<file path="src/rtl/riscv_core_pkg.sv">
// Shared encodings for the RISC-V core memory stage: memop/size codes,
// exception causes, FSM states, bus timeout default and alignment helpers.
package riscv_core_pkg;

  localparam int unsigned ACK_TIMEOUT_DEFAULT = 32'd255;

  typedef enum logic [1:0] {
    MEMOP_NONE  = 2'd0,
    MEMOP_LOAD  = 2'd1,
    MEMOP_STORE = 2'd2,
    MEMOP_RSVD  = 2'd3
  } memop_e;

  typedef enum logic [1:0] {
    SIZE_BYTE = 2'd0,
    SIZE_HALF = 2'd1,
    SIZE_WORD = 2'd2,
    SIZE_RSVD = 2'd3
  } size_e;

  typedef enum logic [1:0] {
    EXC_LD_MISALIGN = 2'd0,
    EXC_ST_MISALIGN = 2'd1,
    EXC_LD_BUSERR   = 2'd2,
    EXC_ST_BUSERR   = 2'd3
  } exc_cause_e;

  typedef enum logic {
    ST_IDLE = 1'b0,
    ST_BUSY = 1'b1
  } mem_state_e;

  function automatic logic is_misaligned(input logic [1:0] size, input logic [1:0] lo);
    case (size)
      SIZE_HALF: is_misaligned = lo[0];
      SIZE_WORD: is_misaligned = (lo != 2'b00);
      default:   is_misaligned = 1'b0;
    endcase
  endfunction

  // Misaligned halves/words are silently rounded down to their natural boundary.
  function automatic logic [1:0] align_lo(input logic [1:0] size, input logic [1:0] lo);
    case (size)
      SIZE_HALF: align_lo = {lo[1], 1'b0};
      SIZE_WORD: align_lo = 2'b00;
      default:   align_lo = lo;
    endcase
  endfunction

endpackage

</file>
<file path="src/rtl/riscv_core_mem_t_if.sv">
// Data-bus interface between the memory stage (master) and the data memory (slave).
interface riscv_core_mem_t_if;
  logic        dbus_req;
  logic        dbus_we;
  logic [31:0] dbus_addr;
  logic [3:0]  dbus_be;
  logic [31:0] dbus_wdata;
  logic        dbus_ack;
  logic        dbus_err;
  logic [31:0] dbus_rdata;

  modport master (
    output dbus_req, dbus_we, dbus_addr, dbus_be, dbus_wdata,
    input  dbus_ack, dbus_err, dbus_rdata
  );

  modport slave (
    input  dbus_req, dbus_we, dbus_addr, dbus_be, dbus_wdata,
    output dbus_ack, dbus_err, dbus_rdata
  );
endinterface

</file>
<file path="src/rtl/riscv_core_mem_t_align.sv">
// Byte-lane logic for the memory stage: byte enables, store replication
// and load lane extraction with sign/zero extension.
module riscv_core_mem_align_t
  import riscv_core_pkg::*;
(
  input  logic [1:0]  size,
  input  logic [1:0]  lo,
  input  logic        is_unsigned,
  input  logic [31:0] st_data,
  input  logic [31:0] rdata,
  output logic [3:0]  be,
  output logic [31:0] wdata,
  output logic [31:0] ld_data
);

  logic [7:0]  lane_b_s;
  logic [15:0] lane_h_s;

  // Lane steering for both directions of the access.
  always_comb begin
    lane_b_s = rdata[{lo, 3'b000} +: 8];
    lane_h_s = lo[1] ? rdata[31:16] : rdata[15:0];
    be       = 4'b1111;
    wdata    = st_data;
    ld_data  = rdata;
    case (size)
      SIZE_BYTE: begin
        be      = 4'b0001 << lo;
        wdata   = {4{st_data[7:0]}};
        ld_data = is_unsigned ? {24'd0, lane_b_s} : {{24{lane_b_s[7]}}, lane_b_s};
      end
      SIZE_HALF: begin
        be      = 4'b0011 << lo;
        wdata   = {2{st_data[15:0]}};
        ld_data = is_unsigned ? {16'd0, lane_h_s} : {{16{lane_h_s[15]}}, lane_h_s};
      end
      default: begin
        be      = 4'b1111;
        wdata   = st_data;
        ld_data = rdata;
      end
    endcase
  end

endmodule

</file>
<file path="src/rtl/riscv_core_mem_t.sv">
// RISC-V MEM pipeline stage: issues loads/stores on the data bus, stalls until
// ack, times out to a bus error. Optional RISCV_MEM_MISALIGN_TRAP_EN traps misalignment.
module riscv_core_mem_t
  import riscv_core_pkg::*;
#(
  parameter int unsigned ACK_TIMEOUT = ACK_TIMEOUT_DEFAULT
) (
  input  logic        CLK,
  input  logic        RST,
  input  logic        r_mem_valid,
  input  logic [31:0] r_mem_alu_Q,
  input  logic [31:0] r_mem_rs2_Q,
  input  logic [31:0] r_mem_pc_Q,
  input  logic [4:0]  r_mem_rd_Q,
  input  logic        r_mem_regwrite_Q,
  input  logic [1:0]  r_mem_rfwt_sel_Q,
  input  logic [1:0]  r_mem_memop_Q,
  input  logic [1:0]  r_mem_size_Q,
  input  logic        r_mem_unsigned_Q,
  input  logic        mem_flush,
  riscv_core_mem_t_if.master dbus,
  output logic [31:0] r_wb_alu_Q,
  output logic [31:0] r_wb_memdat_Q,
  output logic [31:0] r_wb_pc_Q,
  output logic [4:0]  r_wb_rd_Q,
  output logic        r_wb_regwrite_Q,
  output logic [1:0]  r_wb_rfwt_sel_Q,
  output logic        r_wb_valid_Q,
  output logic        s_mem_stall,
  output logic        mem_exc_valid,
  output logic [1:0]  mem_exc_cause,
  output logic [31:0] mem_exc_addr
);

  localparam logic [7:0] TMO = 8'(ACK_TIMEOUT);

  mem_state_e  state_r;
  logic [7:0]  cnt_r, cnt_next_s;
  logic        kill_r, kill_eff_s;
  logic [31:0] lat_alu_r, lat_rs2_r, lat_pc_r;
  logic [4:0]  lat_rd_r;
  logic        lat_rw_r, lat_we_r, lat_uns_r;
  logic [1:0]  lat_sel_r, lat_size_r, lat_lo_r;

  logic [31:0] cur_alu_s, cur_rs2_s, cur_pc_s;
  logic [4:0]  cur_rd_s;
  logic        cur_rw_s, cur_we_s, cur_uns_s;
  logic [1:0]  cur_sel_s, cur_size_s, cur_lo_s, eff_lo_s;
  logic        is_ldst_s, mis_s, req_raw_s, req_s, ack_s, stall_s, timeout_s;
  logic [3:0]  be_s;
  logic [31:0] wdata_s, ld_data_s;

  // Select the live slot (IDLE) or the latched transaction (BUSY) and derive handshake.
  always_comb begin
    is_ldst_s = (r_mem_memop_Q == MEMOP_LOAD) || (r_mem_memop_Q == MEMOP_STORE);
`ifdef RISCV_MEM_MISALIGN_TRAP_EN
    eff_lo_s  = r_mem_alu_Q[1:0];
    mis_s     = r_mem_valid && !mem_flush && is_ldst_s &&
                is_misaligned(r_mem_size_Q, r_mem_alu_Q[1:0]);
`else
    eff_lo_s  = align_lo(r_mem_size_Q, r_mem_alu_Q[1:0]);
    mis_s     = 1'b0;
`endif
    if (state_r == ST_BUSY) begin
      cur_alu_s  = lat_alu_r;
      cur_rs2_s  = lat_rs2_r;
      cur_pc_s   = lat_pc_r;
      cur_rd_s   = lat_rd_r;
      cur_rw_s   = lat_rw_r;
      cur_sel_s  = lat_sel_r;
      cur_we_s   = lat_we_r;
      cur_size_s = lat_size_r;
      cur_lo_s   = lat_lo_r;
      cur_uns_s  = lat_uns_r;
      req_raw_s  = 1'b1;
      kill_eff_s = kill_r || mem_flush;
    end else begin
      cur_alu_s  = r_mem_alu_Q;
      cur_rs2_s  = r_mem_rs2_Q;
      cur_pc_s   = r_mem_pc_Q;
      cur_rd_s   = r_mem_rd_Q;
      cur_rw_s   = r_mem_regwrite_Q;
      cur_sel_s  = r_mem_rfwt_sel_Q;
      cur_we_s   = (r_mem_memop_Q == MEMOP_STORE);
      cur_size_s = r_mem_size_Q;
      cur_lo_s   = eff_lo_s;
      cur_uns_s  = r_mem_unsigned_Q;
      req_raw_s  = r_mem_valid && !mem_flush && is_ldst_s && !mis_s;
      kill_eff_s = 1'b0;
    end
    // Reset gates the request immediately, before the async state clear settles.
    req_s      = RST && req_raw_s;
    ack_s      = req_s && dbus.dbus_ack;
    stall_s    = req_s && !dbus.dbus_ack;
    cnt_next_s = cnt_r + 8'd1;
    timeout_s  = stall_s && (cnt_next_s == TMO);
  end

  riscv_core_mem_align_t u_align (
    .size        (cur_size_s),
    .lo          (cur_lo_s),
    .is_unsigned (cur_uns_s),
    .st_data     (cur_rs2_s),
    .rdata       (dbus.dbus_rdata),
    .be          (be_s),
    .wdata       (wdata_s),
    .ld_data     (ld_data_s)
  );

  assign dbus.dbus_req   = req_s;
  assign dbus.dbus_we    = cur_we_s;
  assign dbus.dbus_addr  = {cur_alu_s[31:2], 2'b00};
  assign dbus.dbus_be    = be_s;
  assign dbus.dbus_wdata = wdata_s;
  assign s_mem_stall     = stall_s;

  // Transaction FSM, WB pipeline register and exception reporting.
  always_ff @(posedge CLK or negedge RST) begin
    if (!RST) begin
      state_r         <= ST_IDLE;
      cnt_r           <= 8'd0;
      kill_r          <= 1'b0;
      lat_alu_r       <= 32'd0;
      lat_rs2_r       <= 32'd0;
      lat_pc_r        <= 32'd0;
      lat_rd_r        <= 5'd0;
      lat_rw_r        <= 1'b0;
      lat_sel_r       <= 2'd0;
      lat_we_r        <= 1'b0;
      lat_size_r      <= 2'd0;
      lat_lo_r        <= 2'd0;
      lat_uns_r       <= 1'b0;
      r_wb_alu_Q      <= 32'd0;
      r_wb_memdat_Q   <= 32'd0;
      r_wb_pc_Q       <= 32'd0;
      r_wb_rd_Q       <= 5'd0;
      r_wb_regwrite_Q <= 1'b0;
      r_wb_rfwt_sel_Q <= 2'd0;
      r_wb_valid_Q    <= 1'b0;
      mem_exc_valid   <= 1'b0;
      mem_exc_cause   <= 2'd0;
      mem_exc_addr    <= 32'd0;
    end else begin
      mem_exc_valid <= 1'b0;
      case (state_r)
        ST_IDLE: begin
          if (stall_s && !timeout_s) begin
            state_r    <= ST_BUSY;
            cnt_r      <= cnt_next_s;
            kill_r     <= 1'b0;
            lat_alu_r  <= r_mem_alu_Q;
            lat_rs2_r  <= r_mem_rs2_Q;
            lat_pc_r   <= r_mem_pc_Q;
            lat_rd_r   <= r_mem_rd_Q;
            lat_rw_r   <= r_mem_regwrite_Q;
            lat_sel_r  <= r_mem_rfwt_sel_Q;
            lat_we_r   <= cur_we_s;
            lat_size_r <= r_mem_size_Q;
            lat_lo_r   <= eff_lo_s;
            lat_uns_r  <= r_mem_unsigned_Q;
          end else begin
            cnt_r  <= 8'd0;
            kill_r <= 1'b0;
          end
        end
        ST_BUSY: begin
          if (ack_s || timeout_s) begin
            state_r <= ST_IDLE;
            cnt_r   <= 8'd0;
            kill_r  <= 1'b0;
          end else begin
            cnt_r  <= cnt_next_s;
            kill_r <= kill_eff_s;
          end
        end
        default: begin
          state_r <= ST_IDLE;
          cnt_r   <= 8'd0;
          kill_r  <= 1'b0;
        end
      endcase

      r_wb_alu_Q      <= cur_alu_s;
      r_wb_pc_Q       <= cur_pc_s;
      r_wb_rd_Q       <= cur_rd_s;
      r_wb_rfwt_sel_Q <= cur_sel_s;
      if (stall_s) begin
        r_wb_valid_Q    <= 1'b0;
        r_wb_regwrite_Q <= 1'b0;
        r_wb_memdat_Q   <= 32'd0;
        if (timeout_s && !kill_eff_s) begin
          mem_exc_valid <= 1'b1;
          mem_exc_cause <= cur_we_s ? EXC_ST_BUSERR : EXC_LD_BUSERR;
          mem_exc_addr  <= cur_alu_s;
        end else begin
          mem_exc_valid <= 1'b0;
        end
      end else if (ack_s) begin
        if (dbus.dbus_err) begin
          r_wb_valid_Q    <= 1'b0;
          r_wb_regwrite_Q <= 1'b0;
          r_wb_memdat_Q   <= 32'd0;
          mem_exc_valid   <= !kill_eff_s;
          mem_exc_cause   <= cur_we_s ? EXC_ST_BUSERR : EXC_LD_BUSERR;
          mem_exc_addr    <= cur_alu_s;
        end else begin
          r_wb_valid_Q    <= !kill_eff_s;
          r_wb_regwrite_Q <= cur_rw_s && !kill_eff_s;
          r_wb_memdat_Q   <= cur_we_s ? 32'd0 : ld_data_s;
        end
      end else if (mis_s) begin
        r_wb_valid_Q    <= 1'b0;
        r_wb_regwrite_Q <= 1'b0;
        r_wb_memdat_Q   <= 32'd0;
        mem_exc_valid   <= 1'b1;
        mem_exc_cause   <= (r_mem_memop_Q == MEMOP_STORE) ? EXC_ST_MISALIGN : EXC_LD_MISALIGN;
        mem_exc_addr    <= r_mem_alu_Q;
      end else if ((state_r == ST_IDLE) && r_mem_valid && !mem_flush && !is_ldst_s) begin
        r_wb_valid_Q    <= 1'b1;
        r_wb_regwrite_Q <= r_mem_regwrite_Q;
        r_wb_memdat_Q   <= 32'd0;
      end else begin
        r_wb_valid_Q    <= 1'b0;
        r_wb_regwrite_Q <= 1'b0;
        r_wb_memdat_Q   <= 32'd0;
      end
    end
  end

endmodule

</file>
<file path="src/flat_wrapper.sv">
// flat-port wrapper written by rule: the top's interface ports become plain ports
module riscv_core_mem_t_flat import riscv_core_pkg::*;
#(
  parameter int unsigned ACK_TIMEOUT = ACK_TIMEOUT_DEFAULT
)
  (CLK, RST, r_mem_valid, r_mem_alu_Q, r_mem_rs2_Q, r_mem_pc_Q, r_mem_rd_Q, r_mem_regwrite_Q, r_mem_rfwt_sel_Q, r_mem_memop_Q, r_mem_size_Q, r_mem_unsigned_Q, mem_flush, r_wb_alu_Q, r_wb_memdat_Q, r_wb_pc_Q, r_wb_rd_Q, r_wb_regwrite_Q, r_wb_rfwt_sel_Q, r_wb_valid_Q, s_mem_stall, mem_exc_valid, mem_exc_cause, mem_exc_addr, dbus_dbus_req, dbus_dbus_we, dbus_dbus_addr, dbus_dbus_be, dbus_dbus_wdata, dbus_dbus_ack, dbus_dbus_err, dbus_dbus_rdata);
  riscv_core_mem_t_if dbus_i ();
  input  logic CLK;
  input  logic RST;
  input  logic r_mem_valid;
  input  logic [31:0] r_mem_alu_Q;
  input  logic [31:0] r_mem_rs2_Q;
  input  logic [31:0] r_mem_pc_Q;
  input  logic [4:0] r_mem_rd_Q;
  input  logic r_mem_regwrite_Q;
  input  logic [1:0] r_mem_rfwt_sel_Q;
  input  logic [1:0] r_mem_memop_Q;
  input  logic [1:0] r_mem_size_Q;
  input  logic r_mem_unsigned_Q;
  input  logic mem_flush;
  output logic [31:0] r_wb_alu_Q;
  output logic [31:0] r_wb_memdat_Q;
  output logic [31:0] r_wb_pc_Q;
  output logic [4:0] r_wb_rd_Q;
  output logic r_wb_regwrite_Q;
  output logic [1:0] r_wb_rfwt_sel_Q;
  output logic r_wb_valid_Q;
  output logic s_mem_stall;
  output logic mem_exc_valid;
  output logic [1:0] mem_exc_cause;
  output logic [31:0] mem_exc_addr;
  output wire logic [$bits(dbus_i.dbus_req)-1:0] dbus_dbus_req;
  output wire logic [$bits(dbus_i.dbus_we)-1:0] dbus_dbus_we;
  output wire logic [$bits(dbus_i.dbus_addr)-1:0] dbus_dbus_addr;
  output wire logic [$bits(dbus_i.dbus_be)-1:0] dbus_dbus_be;
  output wire logic [$bits(dbus_i.dbus_wdata)-1:0] dbus_dbus_wdata;
  input wire logic [$bits(dbus_i.dbus_ack)-1:0] dbus_dbus_ack;
  input wire logic [$bits(dbus_i.dbus_err)-1:0] dbus_dbus_err;
  input wire logic [$bits(dbus_i.dbus_rdata)-1:0] dbus_dbus_rdata;
  assign dbus_dbus_req = dbus_i.dbus_req;
  assign dbus_dbus_we = dbus_i.dbus_we;
  assign dbus_dbus_addr = dbus_i.dbus_addr;
  assign dbus_dbus_be = dbus_i.dbus_be;
  assign dbus_dbus_wdata = dbus_i.dbus_wdata;
  assign dbus_i.dbus_ack = dbus_dbus_ack;
  assign dbus_i.dbus_err = dbus_dbus_err;
  assign dbus_i.dbus_rdata = dbus_dbus_rdata;
  riscv_core_mem_t #(.ACK_TIMEOUT(ACK_TIMEOUT)) u_core (.CLK(CLK), .RST(RST), .r_mem_valid(r_mem_valid), .r_mem_alu_Q(r_mem_alu_Q), .r_mem_rs2_Q(r_mem_rs2_Q), .r_mem_pc_Q(r_mem_pc_Q), .r_mem_rd_Q(r_mem_rd_Q), .r_mem_regwrite_Q(r_mem_regwrite_Q), .r_mem_rfwt_sel_Q(r_mem_rfwt_sel_Q), .r_mem_memop_Q(r_mem_memop_Q), .r_mem_size_Q(r_mem_size_Q), .r_mem_unsigned_Q(r_mem_unsigned_Q), .mem_flush(mem_flush), .dbus(dbus_i), .r_wb_alu_Q(r_wb_alu_Q), .r_wb_memdat_Q(r_wb_memdat_Q), .r_wb_pc_Q(r_wb_pc_Q), .r_wb_rd_Q(r_wb_rd_Q), .r_wb_regwrite_Q(r_wb_regwrite_Q), .r_wb_rfwt_sel_Q(r_wb_rfwt_sel_Q), .r_wb_valid_Q(r_wb_valid_Q), .s_mem_stall(s_mem_stall), .mem_exc_valid(mem_exc_valid), .mem_exc_cause(mem_exc_cause), .mem_exc_addr(mem_exc_addr));
endmodule
</file>
<file path="config.mk">
export PLATFORM = sky130hd
export DESIGN_NAME = riscv_core_mem_t_flat
export DESIGN_NICKNAME = d
export VERILOG_FILES = /design/src/rtl/riscv_core_pkg.sv /design/src/rtl/riscv_core_mem_t_if.sv /design/src/rtl/riscv_core_mem_t_align.sv /design/src/rtl/riscv_core_mem_t.sv /design/src/flat_wrapper.sv
export SDC_FILE = /design/constraint.sdc
export NUM_CORES = 1
export LEC_CHECK = 0
export CAP_MARGIN = 40
export CORE_MARGIN = 8
export CORE_UTILIZATION = 47
export CTS_CLUSTER_DIAMETER = 50
export DETAILED_ROUTE_END_ITERATION = 10
export PLACE_DENSITY = 0.87
export RECOVER_POWER = 100
export SYNTH_ARGS = -nofsm -noshare
export SYNTH_HDL_FRONTEND = slang
export SYNTH_SLANG_ARGS = --single-unit
</file>
<file path="constraint.sdc">
create_clock -name CLK -period 3.4 [get_ports CLK]
set_input_delay 0.51 -clock CLK [delete_from_list [all_inputs] [get_ports CLK]]
set_output_delay 0.51 -clock CLK [all_outputs]
set_load 0.01 [all_outputs]
</file>
==> results.ini <==
[detailed_routing]
wl_per_cell_um = 21.9
drtAntennaViolNets = 0
drtIter0Drc = 453
viasPerCell = 5.34
drc = 0
first_pass_iters = 5
num_vias = 8136
finalWirelength_um = 33400

[job]
max_cap_violations = 0

[logic_synthesis]
yosysUniqueCellTypes = 47
synth_top_family_by_area = multiplexers
synth_edf_count = 0
synth-simple-area-share_pct = 3.46
synth_top_area_share_pct = 58.0
synthAdderAreaFrac_pct = 0.446
ys_warn_count = 0
ys_seq_area_share_pct = 58.0
yosys_register_bits = 260
synth-compound-area-share_pct = 8.14
synthCells = 836
synth_mux_area_share_pct = 25.0
synth_top_area_cell = dfrtp_1
avgSynthCellArea_um2 = 13.4
synthFlopType = dfrtp_1
synthesis.area_mm2 = 0.0112
synthXorXnorAreaFrac_pct = 0.468
yosys-top-cells-area = dfrtp_1 (58%), mux2_2 (24%), buf_4 (2.1%)
async_reset_ff_share_pct = 100

[cts]
clkSinkCount = 260
root_buffer = clkbuf_16
clock_latency_ns = 0.50
cts_tree = done
clk_pin_slew_ns = 0.06
cts_buffers = 34
htreeDepth = 2
cts_buffer_depth = 3

[place]
gp_congestion = 0.837
dpl.hpwl_um = 23900
dp_slack_ns = 0.00237
numPlacedInstances = 1462
port_buffers = 355

[global_route]
grt_max_degree = 156
track_usage_pct = 22.5
grt_first_pass_wirelength_um = 51000
antenna_found_initial = 2
grt_pass1_vias = 8861
overflow = 0

[sta]
relSlewSlack_pct = 8.60
tightest_slew_ns = 1.37
fin_setup_tns_ns = 0
hold_slack_ns = 0.173
fin_ws_ns = 0.105
drv_slew = 0
max_freq_ghz = 0.303
finalCritPeriodShare_pct = 96.9
clock_skew_ns = 0.0118
setup_viol = 0
min_period_ns = 3.30
final-hold-violation-count = 0
rsz0062_at_grt = false

[die]
ios = 358
initial_core_util_pct = 47.8
die_height_um = 171
core_area_mm2 = 0.0235
rows = 56
die-area_mm2 = 0.0291
die_x_um = 171

[worst_setup_path]
r2r_start = u_core.state_r
crit_type = input port to primary output
required_ns = 2.89
crit_arrival_ns = 2.79
cp_max_fo = 5
crit_path_end_kind = primary output
reg2reg_slack_ns = 0.48
ff2ff_path_depth = 6
rr_endpoint = u_core.r_wb_memdat_Q[15]
start_kind = input port

[power]
switching_share_pct = 27.1
p_comb_share_pct = 24.0
switchingPower_w = 0.00282
power_w = 0.0104
p_leak_nw = 6.92
seq_power_share_pct = 41.1
power.density_mw_per_mm2 = 643
peakVddDrop_uv = 515
internal_power_w = 0.00758
clockPowerShare_pct = 34.8

[cells_and_area]
nets = 1331
n_fill_cell = 1589
areaGrowthSynthToFinish_pct = 44.1
final_cell_mix = dfrtp_1 (259), mux2_2 (196), dlygate4sd3_1 (192)
final_cells = 1524
final_common_cell = dfrtp_1
layout-drive-gt1-share_pct = 24.4

[status]
status = finished clean

[worst_hold_path]
hold_path_class = input port to asynchronous set/reset pin

## power by group through the flow
stage | Clock, W | Sequential, W | Combinational [W]
finish | 0.00362 | 0.00428 | 0.00250
global route | 0.00383 | 0.00437 | 0.00268
CTS | 0.00370 | 0.00429 | 0.00269
detailed placement | 0 | 0.00433 | 0.00265
global placement | 0 | 0.00426 | 0.00257
floorplan | 0 | 0.00434 | 0.00121
## layout make-up
cell class / count / area [um^2] / area share [%]
Sequential cell: 260 / 6510 / 40.3
Multi-Input combinational cell: 486 / 4230 / 26.1
Timing Repair Buffer: 390 / 3830 / 23.7
Clock buffer: 45 / 986 / 6.10
Tap cell: 319 / 399 / 2.47
Clock inverter: 13 / 175 / 1.08
Inverter: 8 / 30.0 / 0.186
Antenna cell: 3 / 7.51 / 0.0464
## metal layers
metal,vias to the layer above,wire length [um],GRT usage (%)
met5,-,9,0
li1,3672,-,-
met1,4101,12900,26.3
met3,61,2730,7.31
met2,300,16700,38.4
met4,2,952,7.59
## cell families after synthesis
logic type / count (synthesis)
buffers and inverters: 91
AO/OA/AOI/OAI: 139
other: 1
flip-flops: 260
adder cells (fa/ha/maj): 4
AND/OR/NAND/NOR: 84
multiplexers: 251
XOR/XNOR: 6
## sequential cells by signal, indices dropped and copies added (netlist names), 5 cells and up
| signal | count |
|---|---|
| u_core.r_wb_alu_Q | 32 |
| u_core.cnt_r | 8 |
| u_core.lat_rs2_r | 32 |
| u_core.lat_alu_r | 32 |
| u_core.mem_exc_addr | 32 |
| u_core.lat_pc_r | 32 |
| u_core.lat_rd_r | 5 |
| u_core.r_wb_pc_Q | 32 |
| u_core.r_wb_memdat_Q | 32 |
| u_core.r_wb_rd_Q | 5 |
## repair_timing
action,4_1_cts,5_1_grt
hold buffers,0,0
endpoints found under the setup margin,2,0
hold endpoints to repair,0,0
resized for setup,0,0
setup buffers,1,0
## per-stage QoR
step | util [%] | instance area [um^2]
after floorplan | - | 11200
after global placement | 64.2 | 15100
after detailed placement | 64.2 | 15100
after CTS | 69.2 | 16300
after global routing | 68.9 | 16200
final | 68.9 | 16200
## Yosys cell counts, types with 3 or more instances
cell / instances
a211oi_1: 6
a21o_1: 3
a21oi_1: 32
buf_1: 8
buf_2: 14
buf_4: 32
buf_6: 3
clkbuf_1: 26
dfrtp_1: 260
ha_1: 4
inv_1: 8
mux2_2: 235
mux2i_1: 15
nand2_1: 24
nand3_1: 7
nor2_1: 34
o2111ai_1: 7
o211a_1: 3
o211ai_1: 24
o21ai_0: 38
o221ai_1: 8
o22ai_1: 7
or3b_2: 3
xor2_1: 4
## critical path, stage by stage
cell             delay [ns]
dlygate4sd3_1          0.53
inv_1                  0.05
ha_1                   0.29
or3b_1                 0.38
a21o_1                 0.20
buf_4                  0.15
nor2_1                 0.12
clkdlybuf4s50_1        0.56
## worst max path at each step
| stage | to | slack [ns] | from | depth (start not counted) |
|---|---|---|---|---|
| 2_1_floorplan | u_core.mem_exc_addr[10] | 0.60 | r_mem_memop_Q[0] | 8 |
| 3_3_place_gp | u_core.lat_pc_r[15] | 0.09 | r_mem_memop_Q[0] | 10 |
| 3_5_place_dp | u_core.lat_pc_r[9] | 0.002 | r_mem_memop_Q[0] | 10 |
| 4_1_cts | dbus_dbus_wdata[30] | 0.12 | u_core.state_r | 5 |
| 5_1_grt | dbus_dbus_be[2] | 0.006 | r_mem_size_Q[0] | 7 |
| 6_report | s_mem_stall | 0.10 | r_mem_memop_Q[0] | 8 |
No activity file was read; power rests on OpenSTA's default activity.
